### src/rtl/pipe_stage_buf.sv
// pipe_stage_buf: parametrised inter-stage pipeline register with a
// valid/ready handshake and a 2-entry skid buffer.
// Optional feature macro: STAGE_PERF_EN builds the saturating stall and
// bubble counters. Without it the counter ports are tied to zero.
module pipe_stage_buf #(
  parameter int              WIDTH     = 32,
  parameter int              NCH       = 5,
  parameter logic [WIDTH-1:0] RESET_VAL = '0,
  parameter int              CNT_W     = 16
) (
  input  logic                 clk,
  input  logic                 reset,
  input  logic                 in_valid,
  output logic                 in_ready,
  input  logic [NCH*WIDTH-1:0] in_data,
  input  logic                 flush,
  output logic                 out_valid,
  input  logic                 out_ready,
  output logic [NCH*WIDTH-1:0] out_data,
  output logic [1:0]           occupancy,
  output logic [CNT_W-1:0]     stall_cnt,
  output logic [CNT_W-1:0]     bubble_cnt
);

  localparam int D = NCH * WIDTH;
  localparam logic [D-1:0] RST_BUS = {NCH{RESET_VAL}};

  // The state value doubles as the entry count.
  typedef enum logic [1:0] {
    EMPTY = 2'd0,
    ONE   = 2'd1,
    TWO   = 2'd2
  } state_t;

  state_t       state_q, state_d;
  logic [D-1:0] main_q, main_d;
  logic [D-1:0] skid_q, skid_d;
  logic         push, pop;

  // Handshake outputs decode only registered state, so a downstream stall
  // never reaches in_ready combinationally.
  assign in_ready  = (state_q != TWO);
  assign out_valid = (state_q != EMPTY);
  assign occupancy = 2'(state_q);
  assign out_data  = main_q;
  assign push      = in_valid & in_ready;
  assign pop       = out_valid & out_ready;

  // State and data registers; reset discards every held entry at once.
  always_ff @(posedge clk or posedge reset) begin
    if (reset) begin
      state_q <= EMPTY;
      main_q  <= RST_BUS;
      skid_q  <= RST_BUS;
    end else begin
      state_q <= state_d;
      main_q  <= main_d;
      skid_q  <= skid_d;
    end
  end

  // Next-state and data-load decisions; flush wins and empties the stage.
  always_comb begin
    state_d = state_q;
    main_d  = main_q;
    skid_d  = skid_q;
    if (flush) begin
      state_d = EMPTY;
      main_d  = RST_BUS;
      skid_d  = RST_BUS;
    end else begin
      case (state_q)
        EMPTY: begin
          if (push) begin
            state_d = ONE;
            main_d  = in_data;
          end
        end
        ONE: begin
          if (push && pop) begin
            main_d = in_data;
          end else if (push) begin
            state_d = TWO;
            skid_d  = in_data;
          end else if (pop) begin
            state_d = EMPTY;
            main_d  = RST_BUS;
          end
        end
        TWO: begin
          if (pop) begin
            state_d = ONE;
            main_d  = skid_q;
            skid_d  = RST_BUS;
          end
        end
        default: begin
          state_d = EMPTY;
          main_d  = RST_BUS;
          skid_d  = RST_BUS;
        end
      endcase
    end
  end

`ifdef STAGE_PERF_EN
  logic [CNT_W-1:0] stall_q, bubble_q;

  // Saturating performance counters; only reset clears them, not flush.
  always_ff @(posedge clk or posedge reset) begin
    if (reset) begin
      stall_q  <= '0;
      bubble_q <= '0;
    end else begin
      if (out_valid && !out_ready && (stall_q != {CNT_W{1'b1}}))
        stall_q <= stall_q + CNT_W'(1);
      if (!out_valid && (bubble_q != {CNT_W{1'b1}}))
        bubble_q <= bubble_q + CNT_W'(1);
    end
  end

  assign stall_cnt  = stall_q;
  assign bubble_cnt = bubble_q;
`else
  assign stall_cnt  = '0;
  assign bubble_cnt = '0;
`endif

endmodule

### config.mk
export PLATFORM = sky130hd
export DESIGN_NAME = pipe_stage_buf
export DESIGN_NICKNAME = d
export VERILOG_FILES = /design/src/rtl/pipe_stage_buf.sv
export SDC_FILE = /design/constraint.sdc
export NUM_CORES = 1
export LEC_CHECK = 0
export ABC_AREA = 1
export BUFFER_PORTS_ARGS = -buffer_cell sky130_fd_sc_hd__buf_2
export CORE_MARGIN = 2
export CORE_UTILIZATION = 61
export DETAILED_ROUTE_END_ITERATION = 8
export GPL_TIMING_DRIVEN = 0
export PLACE_DENSITY = 0.89
export SYNTH_ARGS = -nofsm -noshare
export SYNTH_HDL_FRONTEND = slang
export SYNTH_SLANG_ARGS = --single-unit
### constraint.sdc
create_clock -name clk -period 22.6 [get_ports clk]
set_input_delay 1.13 -clock clk [delete_from_list [all_inputs] [get_ports clk]]
set_output_delay 1.13 -clock clk [all_outputs]
set_load 0.01 [all_outputs]
Word level (Yosys, flattened, before mapping). Cells that the tools add are included.

Logic and storage cells: 39. Bits of input ports: 165. Output and inout bits: 196. Register bits: 322.

Equal/unequal tests: 11. Reduce and logical (&&, ||, !) cells: 6. Muxes and demuxes: 17. Bitwise operators: 2.

Operators by type and width (number): $mux W160 (8); $pmux W160 S3 (2); $mux W2 (6); $ne A3 B3 Y1 const B (4); $ne A4 B4 Y1 const B (3); $reduce_and A4 Y1 (3); $pmux W2 S3 (1); $ne A2 B2 Y1 const B (2); $and A1 B1 Y1 (2); $eq A2 B1 Y1 const B (1); $eq A2 B2 Y1 const B (1); $logic_not A2 Y1 (1); $reduce_bool A2 Y1 (1); $logic_and A1 B1 Y1 (1).

Logic depth before layout (Yosys ltp).
Word-level depth: 7. Mapped depth: 11.

Worst setup path after synthesis. No wires, ideal clock.

Path kind: register -> output. Start point: register state_q[1] (netlist: occupancy[1]). End point: output out_valid. Setup slack: 20272 ps. Required time: 21470 ps. Arrival time: 1198 ps. Stages on the path, launching flop included: 6. Path through: dfrtp_1 buf_2 nor2_2 buf_2 buf_2 inv_1.

Word-level cells in the longest chain between the ends: 1.

Ends and longest elaborated chain: from (decl) (RTL line 35) `state_t state_q, state_d;`; from (signal assigned) (RTL line 56) `state_q <= state_d;`; $reduce_bool A2 Y1 (RTL line 43) `assign out_valid = (state_q != EMPTY);`; to (decl) (RTL line 17) `output logic out_valid,`.

Every way passes these cells.

Final worst setup path. Same ends and word-level chain as after synthesis.

==> results.md <==
| Parameter | Reported | Unit |
|:---|:---|:---|
| Synthesis warning total | 0 | - |
| Sequential element share of the synthesized area | 44.0 | % |
| Setup repair after global routing missed its margin | false | - |
| Highest cell delay on the worst timing path | 0.42 | ns |
| # Max-Cap Violations | 0 | - |
| Quantity of gates resized following cts | 0 | - |
| Later-pin clock latency in the skew report | 0.51 | ns |
| Number of H-tree levels | 2 | - |
| Global-route wire length before repair | 89400 | µm |
| Sum of routed wire length over all layers | 56100 | µm |
| Final-layout fill cell count | 2302 | - |
| CTS Sinks | 322 | - |
| Worst setup EP type | output port | - |
| Placer Congestion | 0.906 | - |
| DR WL/cell | 15.5 | µm |
| Remaining number of nets flagged by the antenna check after routing | 0 | - |
| R2R depth | 10 | - |
| Initial antenna violation count | 11 | - |
| Count of non-filler cells in the finished layout | 3620 | - |
| Placeable core area | 29600 | µm² |
| Most Frequent Cell on Critical Path | sky130_fd_sc_hd__buf_2 | - |
| Number of synthesized register bits | 322 | - |
| Syn Inst Count | 2795 | - |
| Chip width | 177 | µm |
| Vias in the first global route | 18.7k | - |
| Share of layout cells above drive strength 1 | 16.9 | % |
| Final Setup Violations | 0 | - |
| Status | finished clean | - |
| Die ar. | 31400 | µm² |
| Number of distinct library cells after synthesis | 20 | - |
| Hold violation count in the final report | 0 | - |
| Layout area overhead | 19.1 | % |
| Instance count after placement with tap cells included | 3545 | - |
| Area of the multi-input gates | 8120 | µm² |
| Final Cycle Share | 15.3 | % |
| Clock tree from TritonCTS | done | - |
| Setup TNS | 0 | ns |
| First DRT Iteration DRCs | 2114 | - |
| Classification of the worst-slack hold path | reg2reg | - |
| Number of buffers on the longest clock path | 3 | - |
| Total leakage power | 13.6 | nW |
| FF+latch area | 8060 | µm² |
| Count of cells along the worst hold path | 2 | - |
| CTS Buf Count | 36 | - |
| Overflow left after global routing | 0 | - |
| Num ports | 361 | - |
| Estimated wirelength of the detail-placed design | 39500 | µm |
| Dominant cell type by area after synthesis | sky130_fd_sc_hd__dfrtp_1 | - |
| Worst path required time | 21.47 | ns |
| Combined global-route utilization of all metal layers | 35.3 | % |
| Kind of critical path | reg2out | - |
| Vertical die dimension | 177 | µm |
| Number of buffers inserted for hold repair after clock tree synthesis | 0 | - |
| Initial core utilization | 61.9 | % |
| Kind of start point of the critical path | flip-flop | - |
| Number of placement rows | 63 | - |
| Largest vdd supply drop | 0.0000602 | V |
| DRC violations left | 0 | - |
| Crit-path max FO | 10 | - |
| Mapped Avg Cell Area | 6.55 | µm² |
| Cell at the slowest stage of the critical path | sky130_fd_sc_hd__dfrtp_1 | - |
| Number of port buffers | 327 | - |
| Number of vias per cell after detailed routing | 5.35 | - |
| # nets final | 3358 | - |
| Synthesized area | 18300 | µm² |
| Largest net degree at the start of global routing | 117 | - |
| Area fraction of the dominant cell type after synthesis | 44.0 | % |
| Measured slew at the worst slew-check pin | 1.19 | ns |
| Worst rel slew slack | 20.7 | % |
| Cells taking the most area after synthesis | sky130_fd_sc_hd__dfrtp_1 44%, sky130_fd_sc_hd__nand2_1 28%, sky130_fd_sc_hd__nand3_1 7.0% | - |
| Final number of max-transition violations | 0 | - |
| Power density over the cells | 77.3 | nW/µm² |
| Clock root buffer master | sky130_fd_sc_hd__clkbuf_16 | - |
| Clock tree skew after final layout | 0.0158 | ns |
| First-pass detailed-route iteration total | 7 | - |
| Total number of vias | 19.4k | - |
| Achievable Freq | 0.290 | GHz |
| Post-CTS clock slew at the launch and capture registers of the worst setup and hold paths | 0.06 | ns |
| Final critical delay including setup and external delays | 3.45 | ns |
| # Post-CTS Setup Buffers | 0 | - |
| Cell Chain, Critical Path | buf_2 > nor2_2 > buf_2 > buf_2 > inv_1 > buf_2 | - |
| CP Data Arrival Time | 2.32 | ns |
worst paths after layout:
check / from / slack [ns] / endpoint
worst min register to register: out_data[139] / 0.47 / out_data[139]
max in group asynchronous: reset / 20.88 / out_data[35]
worst max-delay path: occupancy[1] / 19.15 / out_valid
min in group asynchronous: reset / 0.71 / out_data[93]
worst min-delay path: out_data[139] / 0.47 / out_data[139]
worst max register to register: occupancy[1] / 20.49 / out_data[155]
layout by cell type (no fill, tap or decap):
master and n:
sky130_fd_sc_hd__clkinv_4 1, sky130_fd_sc_hd__buf_6 11, sky130_fd_sc_hd__clkbuf_1 78, sky130_fd_sc_hd__dfrtp_1 322
sky130_fd_sc_hd__inv_1 257, sky130_fd_sc_hd__buf_1 11, sky130_fd_sc_hd__nor2_1 168, sky130_fd_sc_hd__nand2_2 2
sky130_fd_sc_hd__nand3_2 1, sky130_fd_sc_hd__nand2_1 1387, sky130_fd_sc_hd__buf_4 59, sky130_fd_sc_hd__inv_8 1
sky130_fd_sc_hd__bufinv_16 2, sky130_fd_sc_hd__conb_1 32, sky130_fd_sc_hd__clkbuf_8 7, sky130_fd_sc_hd__nor2_4 3
sky130_fd_sc_hd__clkbuf_16 37, sky130_fd_sc_hd__inv_2 6, sky130_fd_sc_hd__o21ai_2 1, sky130_fd_sc_hd__inv_4 1
sky130_fd_sc_hd__clkinv_2 7, sky130_fd_sc_hd__nor2_2 2, sky130_fd_sc_hd__nand3_1 256, sky130_fd_sc_hd__o31ai_1 1
sky130_fd_sc_hd__diode_2 13, sky130_fd_sc_hd__buf_16 2, sky130_fd_sc_hd__buf_2 402, sky130_fd_sc_hd__nor3_1 160
per-stage QoR:
stage	util (%)	hold WS [ns]	total power [mW]	worst slack (ns)	instance area (µm²)
finish	73.8	0.474	1.69	19.15	21800
global route	73.7	0.493	1.77	19.10	21800
CTS	73.6	0.476	1.68	19.17	21800
detailed placement	69.7	0.461	1.10	19.51	20600
global placement	69.5	0.457	1.09	9.28	20500
floorplan	-	0.449	0.952	12.56	18400
cell usage after synthesis:
cell type and instances:
sky130_fd_sc_hd__inv_2 6, sky130_fd_sc_hd__nand2_1 1387, sky130_fd_sc_hd__inv_4 1, sky130_fd_sc_hd__nand2_2 2, sky130_fd_sc_hd__buf_2 75, sky130_fd_sc_hd__nor3_1 160, sky130_fd_sc_hd__o31ai_1 1, sky130_fd_sc_hd__nand3_1 256
sky130_fd_sc_hd__clkbuf_1 70, sky130_fd_sc_hd__o21ai_2 1, sky130_fd_sc_hd__nand3_2 1, sky130_fd_sc_hd__dfrtp_1 322, sky130_fd_sc_hd__nor2_4 3, sky130_fd_sc_hd__buf_1 11, sky130_fd_sc_hd__buf_6 11, sky130_fd_sc_hd__nor2_2 2
sky130_fd_sc_hd__conb_1 1, sky130_fd_sc_hd__inv_1 258, sky130_fd_sc_hd__buf_4 59, sky130_fd_sc_hd__nor2_1 168
flip-flops by register name (all words and copies together) (netlist names):
register   cells
skid_q       160
out_data     160
occupancy      2
worst max-delay path: cells and delay by family (launching register included):
family	cells	cell delay (ns)
buf+inv	5	1.09
flops	1	0.42
simple gates	1	0.29
power breakdown:
| part | switching, mW | leakage, nW | internal [mW] | total (mW) |
|---|---|---|---|---|
| clock network | 0.235 | 0.576 | 0.345 | 0.580 |
| registers | 0.0348 | 4.34 | 0.639 | 0.674 |
| logic | 0.294 | 8.64 | 0.138 | 0.432 |
metal layers:
layer / vias up / routed length (µm) / track usage [%]
met1: 8965 / 21400 / 43.9
met2: 1022 / 26200 / 58.2
met5: - / 39 / 0
li1: 9177 / - / -
met3: 209 / 5610 / 7.62
met4: 6 / 2900 / 18.1
cell families (layout without fill, tap and decap cells):
family                 after synthesis  in the layout  synth area share (%)
and+or+nand+nor                   1979           1979                  43.6
buffers and inverters              491            882                  12.3
DFF                                322            322                  44.0
AOI/OAI and AO/OA                    2              2                0.0889
other                                1             45                0.0205
area by class of cell:
class | instances | area share, %
Multi-Input combinational cell | 2013 | 37.3
Clock inverter | 10 | 0.476
Tap cell | 390 | 2.24
Inverter | 265 | 4.61
Buffer | 226 | 5.72
Antenna cell | 13 | 0.149
Clock buffer | 52 | 4.83
Timing Repair Buffer | 329 | 7.76
Sequential cell | 322 | 37.0
No activity file was read; power rests on OpenSTA's default activity.
